[config.mk]
export PLATFORM = sky130hd
export DESIGN_NAME = line_read_buffer_flat
export DESIGN_NICKNAME = d
export VERILOG_FILES = /design/src/rtl/line_read_buffer_pkg.sv /design/src/rtl/line_read_buffer_if.sv /design/src/rtl/line_read_buffer_extract.sv /design/src/rtl/line_read_buffer.sv /design/src/flat_wrapper.sv
export SDC_FILE = /design/constraint.sdc
export NUM_CORES = 1
export LEC_CHECK = 0
export BUFFER_PORTS_ARGS = -buffer_cell sky130_fd_sc_hd__buf_2
export CORE_MARGIN = 10
export CORE_UTILIZATION = 35
export CTS_BUF_LIST = sky130_fd_sc_hd__clkbuf_16
export CTS_CLUSTER_DIAMETER = 120
export CTS_CLUSTER_SIZE = 10
export DETAILED_ROUTE_END_ITERATION = 8
export GPL_ROUTABILITY_DRIVEN = 0
export GPL_TIMING_DRIVEN = 0
export SETUP_SLACK_MARGIN = 0.1
export SLEW_MARGIN = 20
export SYNTH_ARGS = -nofsm -noshare
export SYNTH_HDL_FRONTEND = slang
export SYNTH_SLANG_ARGS = --single-unit
[constraint.sdc]
create_clock -name clk -period 4.5 [get_ports clk]
set_input_delay 0.9 -clock clk [delete_from_list [all_inputs] [get_ports clk]]
set_output_delay 0.9 -clock clk [all_outputs]
set_load 0.1 [all_outputs]
[src/rtl/line_read_buffer_pkg.sv]
// Shared LC-3b types for the single-line read buffer: word/line/offset/tag widths and FSM states.
package lc3b_types;

  typedef logic [15:0]  lc3b_word;
  typedef logic [127:0] lc3b_cache_size;
  typedef logic [2:0]   lc3b_cache_offset;
  typedef logic [11:0]  lc3b_cache_tag;

  typedef enum logic [1:0] {
    IDLE,
    FILL,
    RESP
  } lrb_state_t;

endpackage

[src/rtl/line_read_buffer_if.sv]
// Datapath read port, invalidate strobe and pmem fill handshake of the line read buffer.
interface line_read_buffer_if;
  import lc3b_types::*;

  logic           mem_read;
  lc3b_word       mem_address;
  logic [1:0]     mem_byte_enable;
  lc3b_word       mem_rdata;
  logic           mem_resp;
  logic           inv;
  lc3b_word       inv_address;
  logic           pmem_read;
  lc3b_word       pmem_address;
  lc3b_cache_size pmem_rdata;
  logic           pmem_resp;

  modport slave (
    input  mem_read, mem_address, mem_byte_enable, inv, inv_address, pmem_rdata, pmem_resp,
    output mem_rdata, mem_resp, pmem_read, pmem_address
  );

  modport master (
    output mem_read, mem_address, mem_byte_enable, inv, inv_address, pmem_rdata, pmem_resp,
    input  mem_rdata, mem_resp, pmem_read, pmem_address
  );
endinterface

[src/rtl/line_read_buffer_extract.sv]
// Combinational word select from a 128-bit line with byte-lane masking (read-side line merge).
module line_word_extract
  import lc3b_types::*;
(
  input  lc3b_cache_size   line_i,
  input  lc3b_cache_offset offset_i,
  input  logic [1:0]       be_i,
  output lc3b_word         word_o
);

  lc3b_word word;

  assign word = line_i[{offset_i, 4'b0000} +: 16];

  always_comb begin
    case (be_i)
      2'b01:   word_o = {8'h00, word[7:0]};
      2'b10:   word_o = {word[15:8], 8'h00};
      default: word_o = word;
    endcase
  end

endmodule

[src/rtl/line_read_buffer.sv]
// Single-line read buffer between the LC-3b read port and pmem.
// Optional saturating hit/miss counters are built when LINE_READ_STATS_EN is defined.
module line_read_buffer
  import lc3b_types::*;
#(
  parameter int unsigned STAT_W = 16
) (
  input  logic                clk,
  input  logic                reset_n,
  line_read_buffer_if.slave   bus,
  output logic [STAT_W-1:0]   hit_count,
  output logic [STAT_W-1:0]   miss_count
);

  lrb_state_t       state_q, state_d;
  logic             valid_q, valid_d;
  lc3b_cache_tag    tag_q, tag_d;
  lc3b_cache_tag    fill_tag_q, fill_tag_d;
  lc3b_cache_size   line_q, line_d;
  lc3b_cache_offset off_q, off_d;
  logic [1:0]       be_q, be_d;
  logic             fill_inv_q, fill_inv_d;
  lc3b_word         rdata_q, rdata_d;

  logic             inv_tag_match, inv_fill_match, hit, hit_evt, miss_evt;
  lc3b_cache_size   ext_line;
  lc3b_cache_offset ext_off;
  logic [1:0]       ext_be;
  lc3b_word         ext_word;
  logic             unused_addr_bits;

  assign unused_addr_bits = ^{bus.mem_address[0], bus.inv_address[3:0]};

  assign inv_tag_match  = bus.inv && (bus.inv_address[15:4] == tag_q);
  assign inv_fill_match = bus.inv && (bus.inv_address[15:4] == fill_tag_q);
  assign hit            = valid_q && (tag_q == bus.mem_address[15:4]) && !inv_tag_match;

  // Hits read the held line with live request fields; fills read the incoming line.
  assign ext_line = (state_q == FILL) ? bus.pmem_rdata : line_q;
  assign ext_off  = (state_q == IDLE) ? bus.mem_address[3:1] : off_q;
  assign ext_be   = (state_q == IDLE) ? bus.mem_byte_enable : be_q;

  line_word_extract u_extract (
    .line_i   (ext_line),
    .offset_i (ext_off),
    .be_i     (ext_be),
    .word_o   (ext_word)
  );

  always_comb begin
    state_d    = state_q;
    valid_d    = valid_q;
    tag_d      = tag_q;
    fill_tag_d = fill_tag_q;
    line_d     = line_q;
    off_d      = off_q;
    be_d       = be_q;
    fill_inv_d = fill_inv_q;
    rdata_d    = rdata_q;
    hit_evt    = 1'b0;
    miss_evt   = 1'b0;

    if (inv_tag_match) valid_d = 1'b0;

    unique case (state_q)
      IDLE: begin
        if (bus.mem_read) begin
          off_d = bus.mem_address[3:1];
          be_d  = bus.mem_byte_enable;
          if (hit) begin
            hit_evt = 1'b1;
            rdata_d = ext_word;
            state_d = RESP;
          end else begin
            miss_evt   = 1'b1;
            fill_tag_d = bus.mem_address[15:4];
            fill_inv_d = 1'b0;
            state_d    = FILL;
          end
        end
      end
      FILL: begin
        if (inv_fill_match) fill_inv_d = 1'b1;
        if (bus.pmem_resp) begin
          line_d  = bus.pmem_rdata;
          tag_d   = fill_tag_q;
          // A write to the line while it was in flight leaves it unusable for later hits.
          valid_d = !(fill_inv_q || inv_fill_match);
          rdata_d = ext_word;
          state_d = RESP;
        end
      end
      RESP:    state_d = IDLE;
      default: state_d = IDLE;
    endcase
  end

  always_ff @(posedge clk or negedge reset_n) begin
    if (!reset_n) begin
      state_q    <= IDLE;
      valid_q    <= 1'b0;
      tag_q      <= '0;
      fill_tag_q <= '0;
      line_q     <= '0;
      off_q      <= '0;
      be_q       <= '0;
      fill_inv_q <= 1'b0;
      rdata_q    <= '0;
    end else begin
      state_q    <= state_d;
      valid_q    <= valid_d;
      tag_q      <= tag_d;
      fill_tag_q <= fill_tag_d;
      line_q     <= line_d;
      off_q      <= off_d;
      be_q       <= be_d;
      fill_inv_q <= fill_inv_d;
      rdata_q    <= rdata_d;
    end
  end

  assign bus.mem_resp     = (state_q == RESP);
  assign bus.mem_rdata    = rdata_q;
  assign bus.pmem_read    = (state_q == FILL);
  assign bus.pmem_address = {fill_tag_q, 4'b0000};

`ifdef LINE_READ_STATS_EN
  logic [STAT_W-1:0] hit_cnt_q, hit_cnt_d, miss_cnt_q, miss_cnt_d;

  always_comb begin
    hit_cnt_d  = hit_cnt_q;
    miss_cnt_d = miss_cnt_q;
    if (hit_evt && !(&hit_cnt_q))   hit_cnt_d  = hit_cnt_q + 1'b1;
    if (miss_evt && !(&miss_cnt_q)) miss_cnt_d = miss_cnt_q + 1'b1;
  end

  always_ff @(posedge clk or negedge reset_n) begin
    if (!reset_n) begin
      hit_cnt_q  <= '0;
      miss_cnt_q <= '0;
    end else begin
      hit_cnt_q  <= hit_cnt_d;
      miss_cnt_q <= miss_cnt_d;
    end
  end

  assign hit_count  = hit_cnt_q;
  assign miss_count = miss_cnt_q;
`else
  logic unused_evt;
  assign unused_evt = hit_evt ^ miss_evt;
  assign hit_count  = '0;
  assign miss_count = '0;
`endif

endmodule

[src/flat_wrapper.sv]
// flat-port wrapper written by rule: the top's interface ports become plain ports
module line_read_buffer_flat import lc3b_types::*;
#(
  parameter int unsigned STAT_W = 16
)
  (clk, reset_n, hit_count, miss_count, bus_mem_read, bus_mem_address, bus_mem_byte_enable, bus_inv, bus_inv_address, bus_pmem_rdata, bus_pmem_resp, bus_mem_rdata, bus_mem_resp, bus_pmem_read, bus_pmem_address);
  line_read_buffer_if bus_i ();
  input  logic clk;
  input  logic reset_n;
  output logic [STAT_W-1:0] hit_count;
  output logic [STAT_W-1:0] miss_count;
  input wire logic [$bits(bus_i.mem_read)-1:0] bus_mem_read;
  input wire logic [$bits(bus_i.mem_address)-1:0] bus_mem_address;
  input wire logic [$bits(bus_i.mem_byte_enable)-1:0] bus_mem_byte_enable;
  input wire logic [$bits(bus_i.inv)-1:0] bus_inv;
  input wire logic [$bits(bus_i.inv_address)-1:0] bus_inv_address;
  input wire logic [$bits(bus_i.pmem_rdata)-1:0] bus_pmem_rdata;
  input wire logic [$bits(bus_i.pmem_resp)-1:0] bus_pmem_resp;
  output wire logic [$bits(bus_i.mem_rdata)-1:0] bus_mem_rdata;
  output wire logic [$bits(bus_i.mem_resp)-1:0] bus_mem_resp;
  output wire logic [$bits(bus_i.pmem_read)-1:0] bus_pmem_read;
  output wire logic [$bits(bus_i.pmem_address)-1:0] bus_pmem_address;
  assign bus_i.mem_read = bus_mem_read;
  assign bus_i.mem_address = bus_mem_address;
  assign bus_i.mem_byte_enable = bus_mem_byte_enable;
  assign bus_i.inv = bus_inv;
  assign bus_i.inv_address = bus_inv_address;
  assign bus_i.pmem_rdata = bus_pmem_rdata;
  assign bus_i.pmem_resp = bus_pmem_resp;
  assign bus_mem_rdata = bus_i.mem_rdata;
  assign bus_mem_resp = bus_i.mem_resp;
  assign bus_pmem_read = bus_i.pmem_read;
  assign bus_pmem_address = bus_i.pmem_address;
  line_read_buffer #(.STAT_W(STAT_W)) u_core (.clk(clk), .reset_n(reset_n), .bus(bus_i), .hit_count(hit_count), .miss_count(miss_count));
endmodule
Word level (Yosys, flattened, before mapping)
Cells that the tools add are included.
- reduce and logical (&&, ||, !) cells: 15
- bitwise logic cells: 1
- shifts and indexed selects: 1
- equal/unequal tests: 12
- muxes and demuxes: 19
- operators with widths (kind ; number):
    two-way mux 128 bit ; 1
    indexed part select 128 x 8 -> 16 bit ; 1
    case mux 16 bit (2 select lines) ; 2
    two-way mux 16 bit ; 3
    == test 12 bit ; 3
    two-way mux 2 bit ; 4
    AND reduction 4 bit ; 2
    two-way mux 1 bit ; 6
    != test 2 bit, second input constant ; 3
    AND reduction 2 bit ; 3
    == test 2 x 1 -> 1 bit, second input constant ; 2
    == test 2 bit, second input constant ; 2
    logical AND 1 bit ; 4
    != test 2 x 1 -> 1 bit, second input constant ; 2
    case mux 2 bit (2 select lines) ; 1
    two-way mux 3 bit ; 1
    AND reduction 3 bit ; 1
    zero test 1 bit ; 2
    zero test 2 bit ; 1
    case mux 1 bit (2 select lines) ; 1
    nonzero test 2 bit ; 1
    logical OR 1 bit ; 1
    inverter 1 bit ; 1
- bits in registers: 177
- output and inout port bits: 66

Longest topological paths before layout
Gate-level depths: netlist of the first run.
- word-level depth: 7
- gate-level depth with buffers: 12
- gate-level depth less buffers: 8

Hierarchy
From an unflattened synthesis of the first run, not the netlist that was laid out.
- cells, all modules: 1025
- area total of the unflattened synthesis: 10112.2 um^2
- modules (own cells, without submodules) (module ; cells an instance ; times used ; area each (um^2) ; sequential area each (um^2)):
    line_read_buffer ; 889 ; 1 ; 8907.3 ; 4429.2
    line_word_extract ; 136 ; 1 ; 1204.9 ; 0.0

Least setup slack after synthesis of the first run
Ideal clock, no wire load.
- kind: flip-flop to output port
- start: reg u_core.state_q[1]
- end: out bus_mem_resp
- data required time: 3.600 ns
- stages on the path, launching flop included: 6
- slack: 0.896 ns
- path buffers: 4
- arrival time: 2.704 ns
- path through: dfrtp_1 buf_2 clkbuf_1 clkbuf_1 clkbuf_1 nor2b_1
- cells in the longest elaborated chain, start to end: 1
- ends and longest elaborated chain (what ; RTL line ; source):
    start, declared ; line_read_buffer.sv:15 ; lrb_state_t state_q, state_d;
    start signal, assigned ; line_read_buffer.sv:110 ; state_q <= state_d;
    == test 2 bit ; line_read_buffer.sv:122 ; assign bus.mem_resp = (state_q == RESP);
    end, declared ; flat_wrapper.sv:20 ; output wire logic [$bits(bus_i.mem_resp)-1:0] bus_mem_resp;
No other way between the ends.

Worst setup path after layout of the first run
Same ends and word-level chain as after synthesis.

==> results of run 1 <==
-- critical path, cell delays in order (launching register included) --
cell	delay (ns)
dfrtp_1	0.32
buf_2	0.20
clkbuf_1	0.35
clkbuf_1	0.60
clkbuf_1	0.47
nor2b_1	0.30
buf_2	0.47
-- cells in the mapped netlist (3+ instances only) --
| library cell | n |
|---|---|
| a21o_1 | 15 |
| a31oi_1 | 12 |
| xor2_1 | 7 |
| nand3_1 | 17 |
| nand2_1 | 463 |
| o22ai_1 | 8 |
| mux4_2 | 4 |
| o2bb2ai_1 | 4 |
| a21oi_1 | 15 |
| nor4_1 | 3 |
| mux2_2 | 43 |
| nor2b_1 | 8 |
| a22oi_1 | 48 |
| buf_6 | 3 |
| a221o_1 | 12 |
| o211ai_1 | 12 |
| inv_1 | 8 |
| nand4_1 | 31 |
| o21ai_0 | 5 |
| mux2i_1 | 48 |
| clkbuf_1 | 49 |
| a221oi_1 | 36 |
| buf_4 | 39 |
| xnor2_1 | 29 |
| buf_2 | 23 |
| dfrtp_1 | 177 |
| nor2_1 | 27 |
-- power by group --
part           internal [mW]  total [mW]  leakage [nW]  switching, mW
clock                  0.806        1.59         0.301          0.779
sequential              2.35        2.97          2.18          0.617
combinational           1.48        4.58          3.69           3.10
total                   4.64        9.13          6.17           4.50
-- area by class of cell --
type / count / area, um^2 / area share [%]
antenna: 4 / 10.0 / 0.0808
timing repair buffer: 192 / 993 / 8.02
tap: 384 / 480 / 3.88
sequential: 177 / 4430 / 35.7
buffer: 116 / 634 / 5.12
inverter: 8 / 30.0 / 0.242
clock buffer: 17 / 425 / 3.43
multi-input combinational: 913 / 5210 / 42.0
clock inverter: 15 / 183 / 1.47
-- registers in the layout, indices dropped and copies added, names as in the netlist --
signal and cells:
u_core.fill_tag_q 12, u_core.fill_inv_q 1, u_core.bus.mem_rdata 16, u_core.be_q 2, u_core.valid_q 1, u_core.state_q 2, u_core.line_q 128, u_core.off_q 3
u_core.tag_q 12
-- logic make-up (layout without fill, tap and decap cells) --
kind of cell | Yosys count | count (layout) | synth area share (%)
xor+xnor | 36 | 36 | 3.10
buf+inv | 124 | 348 | 6.53
flops | 177 | 177 | 43.5
other cells | 1 | 40 | 0.0369
fa+ha+maj | 2 | 2 | 0.246
mux | 95 | 95 | 10.4
simple gates | 567 | 567 | 22.9
compound gates | 177 | 177 | 13.3
-- layer usage --
layer  up-vias  wire [um]  track usage (%)
met3        73       3060             4.72
met1      4693      16900             27.5
li1       4498          -                -
met2       465      18600             34.2
met4         8       1090             7.42
met5         -         39                0
-- final timing paths --
path	startpoint	endpoint	cells past startpoint
min	reset_n	u_core.line_q[40]	1
max in group asynchronous	reset_n	u_core.line_q[51]	2
max	u_core.state_q[1]	bus_mem_resp	6
max reg2reg	u_core.state_q[1]	u_core.bus.mem_rdata[5]	11
min reg2reg	u_core.line_q[62]	u_core.line_q[62]	2
min in group clk	u_core.line_q[62]	u_core.line_q[62]	2
-- per-stage QoR --
step	std cells	hold WS (ns)	util (%)	TNS, ns	area, um^2
2_1_floorplan	1214	0.439	-	0	10300
3_3_place_gp	1789	0.456	40.9	-103.62	11700
3_5_place_dp	1790	0.461	41.0	0	11800
4_1_cts	1822	0.479	43.1	0	12400
5_1_grt	1824	0.494	43.2	0	12400
6_report	1826	0.451	43.2	0	12400
==> Flow_metrics.wiki, run 1 <==
{| class="wikitable"
! Metric !! Value
|-
| Biggest area contributors in the synthesized netlist || dfrtp_1, nand2_1, mux2_2
|-
| Number of failing setup endpoints in the final timing report || 0
|-
| Highest fanout seen on the critical path || 10
|-
| Library cells used by synthesis || 52
|-
| Number of buffers on the longest clock path || 2
|-
| Final hold vios || 0
|-
| Root buffer selected by CTS || clkbuf_16
|-
| Layout cell share with drive strength beyond 1 || 24.1%
|-
| Period utilization || 90.3%
|-
| Power density relative to cell area || 737 nW/um^2
|-
| Leakage power figure || 6.17 nW
|-
| Area share of the largest cell type after synthesis || 43.5%
|-
| Number of gates resized after CTS || 0
|-
| Register bit count reported by yosys || 177
|-
| Via count of the first global-routing pass || 9625
|-
| Top FF cell, synth || dfrtp_1
|-
| Portion of the post-synthesis area used by sequential elements || 43.5%
|-
| Min-Delay Path Class || input port to async pin
|-
| Dominant cell type by area after synthesis || dfrtp_1
|-
| Synthesized instance count || 1179
|-
| Critical Path End Type || primary output
|-
| Number of rows created at floorplan || 62
|-
| Count of fill cells added during filler insertion || 2936
|-
| WP data arrival || 3.16 ns
|-
| Setup repair after global routing missed its margin || false
|-
| Antenna violation net count after detailed routing || 0
|-
| Most common cell after layout, fill and taps aside || nand2_1
|-
| Floorplan Core Area || 28700 um^2
|-
| Number of DRC violations after detailed routing || 0
|-
| Final worst setup slack || 0.437 ns
|-
| Final-stage net count || 1594
|-
| Chip height || 190 um
|-
| Global-route wire length before repair || 58800 um
|-
| Worst clock skew || 0.0171 ns
|-
| Max rail drop VDD || 354 uV
|-
| CP Class || flip-flop to primary output
|-
| Most used cells in the layout excluding fill and tap cells || nand2_1, buf_2, dfrtp_1
|-
| Source-to-sink clock delay at the later pin of the worst-skew pair || 0.46 ns
|-
| Fraction of synthesis flops using an asynchronous set or reset pin || 100%
|-
| Effective utilization at floorplan || 35.4%
|-
| Mean area per synthesized cell || 8.63 um^2
|-
| Global Route Usage Sum || 21.2%
|-
| Syn-to-layout area delta || 21.9%
|-
| Drt wl/cell || 21.7 um
|-
| Post-detailed-placement half-perimeter wirelength || 29600 um
|-
| Worst-case headroom to the max-slew limit || 36.3%
|-
| Required time of the critical path || 3.60 ns
|-
| Initial DRC count || 1046
|-
| Final Slew Violations || 0
|-
| Number of sinks on the clock net || 177
|-
| Fin crit period || 4.06 ns
|-
| Number of iterations in the first detailed-routing pass || 8
|-
| Number of input and output port buffers inserted || 191
|-
| Clk pin slew, worst setup/hold paths || 0.08 ns
|-
| CTS tree || done
|-
| Number of max-cap violations || 0
|-
| Chip Width || 190 um
|-
| Worst Setup Slack post-DPL || 0.883 ns
|-
| Die area || 36300 um^2
|-
| Number of warnings issued by yosys || 0
|-
| Maximum number of pins on one net before global-route repair || 91
|-
| Total vias in the final route || 9737
|-
| Summed instance area of the synthesized netlist || 10200 um^2
|-
| Worst R2R Setup Slack || 0.78 ns
|-
| Number of buffers added for setup after CTS || 0
|-
| Number of buffers created by CTS || 17
|-
| Worst Tran Pin Value || 0.951 ns
|-
| CTS Hold Buffers Added || 0
|-
| Number of placed I/O pins || 233
|-
| Number of antenna violations at the first check in global routing || 8
|-
| Outcome || finished clean
|-
| Max Fclk || 246 MHz
|-
| Sort of element at the start of the critical path || flip-flop
|-
| DR vias/cell || 5.33
|-
| Total congestion overflow after global routing || 0
|-
| Wire length reported by the detailed router || 39600 um
|-
| CTS H-Tree Depth || 4
|-
| Pwr Total || 9.13 mW
|-
| EDFF count, synth || 0
|}
(Power assumes the default switching activity.)
==> inputs of run 2 (changes only) <==
Settings changed: SYNTH_HIERARCHICAL set to 1.
Clock period 4.5 ns to 3.4 ns, I/O delays scaled along.
==> Flow_metrics.wiki, run 2 <==
{| class="wikitable"
! Metric !! Value
|-
| Outcome || finished clean
|-
| Number of buffers added for setup after CTS || 0 (unchanged)
|-
| Worst-case headroom to the max-slew limit || 54.1% (+18 points)
|-
| Number of DRC violations after detailed routing || 0 (unchanged)
|-
| Number of buffers created by CTS || 17 (unchanged)
|-
| Global-route wire length before repair || 47600 um (-19%)
|-
| Leakage power figure || 6.20 nW (+0.40%)
|-
| Number of max-cap violations || 0 (unchanged)
|-
| Number of input and output port buffers inserted || 191 (unchanged)
|-
| CTS tree || done
|-
| Number of antenna violations at the first check in global routing || 3 (-5)
|-
| Highest fanout seen on the critical path || 10 (unchanged)
|-
| Antenna violation net count after detailed routing || 0 (unchanged)
|-
| Pwr Total || 12.0 mW (+32%)
|-
| Fraction of synthesis flops using an asynchronous set or reset pin || 100% (unchanged)
|-
| WP data arrival || 2.20 ns (-0.96 ns)
|-
| Effective utilization at floorplan || 35.3% (-0.11 points)
|-
| Total net switching power || 5.47 mW (+22%)
|-
| CTS H-Tree Depth || 4 (unchanged)
|-
| Source-to-sink clock delay at the later pin of the worst-skew pair || 0.43 ns (-0.03 ns)
|-
| Area share of the largest cell type after synthesis || 43.8% (+0.25 points)
|-
| Most flops, register || u_core/line_q
|-
| Final setup TNS || 0 ns (unchanged)
|-
| Most frequent cell after synthesis || nand2_1
|-
| Top FF cell, synth || dfrtp_1
|-
| Register bit count reported by yosys || 177 (unchanged)
|-
| Chip height || 190 um (-0.26%)
|-
| Number of rows created at floorplan || 62 (unchanged)
|-
| Number of gates resized after CTS || 0 (unchanged)
|-
| Most frequent cells after synthesis || nand2_1, dfrtp_1, mux2_2
|-
| Number of buffers on the longest clock path || 2 (unchanged)
|-
| Proportion of total power due to net switching || 45.5% (-3.8 points)
|-
| Post-route standard cell area excluding fillers || 12300 um^2 (-0.99%)
|-
| Hold slack final || 0.0968 ns (-0.354 ns)
|-
| Global Route Usage Sum || 17.1% (-4.1 points)
|-
| Cell-internal power || 6.57 mW (+42%)
|-
| DP Cell Count || 1637 (-8.5%)
|-
| Library cells used by synthesis || 36 (-31%)
|-
| Total vias in the final route || 7836 (-20%)
|-
| Summed instance area of the synthesized netlist || 10100 um^2 (-0.58%)
|-
| Drt wl/cell || 18.9 um (-13%)
|-
| Number of failing setup endpoints in the final timing report || 0 (unchanged)
|-
| Post-detailed-placement half-perimeter wirelength || 24600 um (-17%)
|-
| Number of iterations in the first detailed-routing pass || 4 (-4)
|-
| Proportion of power drawn by flip-flops and latches || 31.0% (-1.5 points)
|-
| Share of total power in combinational logic || 53.8% (+3.6 points)
|-
| Syn-to-layout area delta || 21.4%
|-
| Wire length reported by the detailed router || 31600 um (-20%)
|-
| Area used by sequential logic in the layout || 4430 um^2 (unchanged)
|-
| Mean area per synthesized cell || 9.87 um^2 (+14%)
|-
| Number of non-filler instances in the completed layout || 1668 (-8.7%)
|-
| Die area || 36100 um^2 (-0.52%)
|-
| Min-Delay Path Class || input port to async pin
|-
| Chip Width || 190 um (-0.26%)
|-
| Dominant cell type by area after synthesis || dfrtp_1
|-
| Critical Path End Type || primary output
|-
| Area after detailed placement || 11700 um^2 (-0.27%)
|-
| Most common cell after layout, fill and taps aside || nand2_1
|-
| Floorplan Core Area || 28600 um^2 (-0.27%)
|-
| Count of fill cells added during filler insertion || 2827 (-3.7%)
|-
| Clk pin slew, worst setup/hold paths || 0.06 ns (-0.02 ns)
|-
| Share of power burned in the clock network || 15.2% (-2.2 points)
|-
| Maximum number of pins on one net before global-route repair || 79 (-13%)
|-
| Max FFs per register || 128 (unchanged)
|-
| Number of warnings issued by yosys || 6 (+6)
|-
| Most used cells in the layout excluding fill and tap cells || nand2_1, buf_2, dfrtp_1
|-
| Max Fclk || 347 MHz
|-
| Number of sinks on the clock net || 177 (unchanged)
|-
| Number of placed I/O pins || 233 (unchanged)
|-
| DR vias/cell || 4.70 (-12%)
|-
| CTS Hold Buffers Added || 0 (unchanged)
|-
| CP Class || flip-flop to primary output
|-
| Final-stage net count || 1441 (-9.6%)
|-
| EDFF count, synth || 0 (unchanged)
|-
| Worst Tran Pin Value || 0.688 ns (-0.263 ns)
|-
| Worst clock skew || 0.0109 ns (-0.00625 ns)
|-
| Final hold vios || 0 (unchanged)
|-
| Initial DRC count || 482 (-54%)
|-
| Portion of the post-synthesis area used by sequential elements || 43.8% (+0.25 points)
|-
| Power density relative to cell area || 981 nW/um^2 (+33%)
|-
| Synthesized instance count || 1025 (-13%)
|-
| Sort of element at the start of the critical path || flip-flop
|-
| Required time of the critical path || 2.72 ns (-0.88 ns)
|-
| Period utilization || 84.9%
|-
| Root buffer selected by CTS || clkbuf_16
|-
| Area of the multi-input gates || 5190 um^2 (-0.31%)
|-
| Fin crit period || 2.88 ns
|-
| Max rail drop VDD || 304 uV (-14%)
|-
| Total congestion overflow after global routing || 0 (unchanged)
|-
| Biggest area contributors in the synthesized netlist || dfrtp_1, mux2_2, nand2_1
|-
| Layout cell share with drive strength beyond 1 || 35.1% (+11 points)
|-
| Via count of the first global-routing pass || 8093 (-16%)
|-
| Final Slew Violations || 0 (unchanged)
|-
| Setup repair after global routing missed its margin || false
|}
-- run 2: cell type report --
| type | count | area share (%) |
|---|---|---|
| Buffer | 97 | 4.94 |
| Antenna cell | 1 | 0.0204 |
| Sequential cell | 177 | 36.1 |
| Timing Repair Buffer | 193 | 8.32 |
| Multi-Input combinational cell | 782 | 42.3 |
| Clock buffer | 17 | 3.47 |
| Clock inverter | 13 | 0.805 |
| Tap cell | 384 | 3.92 |
| Inverter | 4 | 0.122 |
-- run 2: logic make-up (layout without fill, tap and decap cells) --
family / Yosys count / after routing / share of synthesized area [%]
fa+ha+maj: 2 / 2 / 0.247
compound gates: 38 / 38 / 3.50
buf+inv: 101 / 324 / 6.15
xor+xnor: 36 / 36 / 3.12
other cells: 1 / 37 / 0.0371
mux: 242 / 242 / 26.5
simple gates: 428 / 428 / 16.7
flops: 177 / 177 / 43.8
-- run 2: power groups by stage --
stage	Clock, mW	Combinational, mW	Sequential (mW)
global route	1.98	6.96	3.88
CTS	1.89	6.49	3.73
floorplan	0	3.83	4.72
global placement	0	6.39	3.71
detailed placement	0	6.48	3.77
finish	1.83	6.48	3.73
-- run 2: critical path, stage by stage, from the launching register on --
cell	delay, ns
dfrtp_1	0.39
nand2b_1	0.23
inv_2	0.16
clkbuf_1	0.46
buf_2	0.53
-- run 2: through the flow --
stage	util (%)	worst slack (ns)
3_3_place_gp	40.8	-1.56
2_1_floorplan	-	0.937
4_1_cts	42.9	0.469
6_report	42.9	0.515
5_1_grt	42.9	0.276
3_5_place_dp	41.0	0.556
-- run 2: layer usage --
layer | global-route usage, % | vias up | wire, um
met3 | 4.71 | 30 | 2180
met1 | 22.8 | 3764 | 14400
met5 | 0 | - | 23
li1 | - | 3834 | -
met4 | 4.95 | 4 | 595
met2 | 26.6 | 204 | 14400
-- run 2: path summary, 6_finish.rpt --
path	startpoint	to	slack (ns)	depth (start not counted)
max	u_core/state_q[1]	bus_pmem_read	0.52	4
min	reset_n	u_core/line_q[82]	0.1	1
max reg2reg	u_core/state_q[1]	u_core/bus.mem_rdata[1]	0.56	10
min reg2reg	u_core/fill_inv_q	u_core/valid_q	0.47	1
max in group asynchronous	reset_n	u_core/line_q[35]	2.61	2
min in group clk	u_core/fill_inv_q	u_core/valid_q	0.47	1
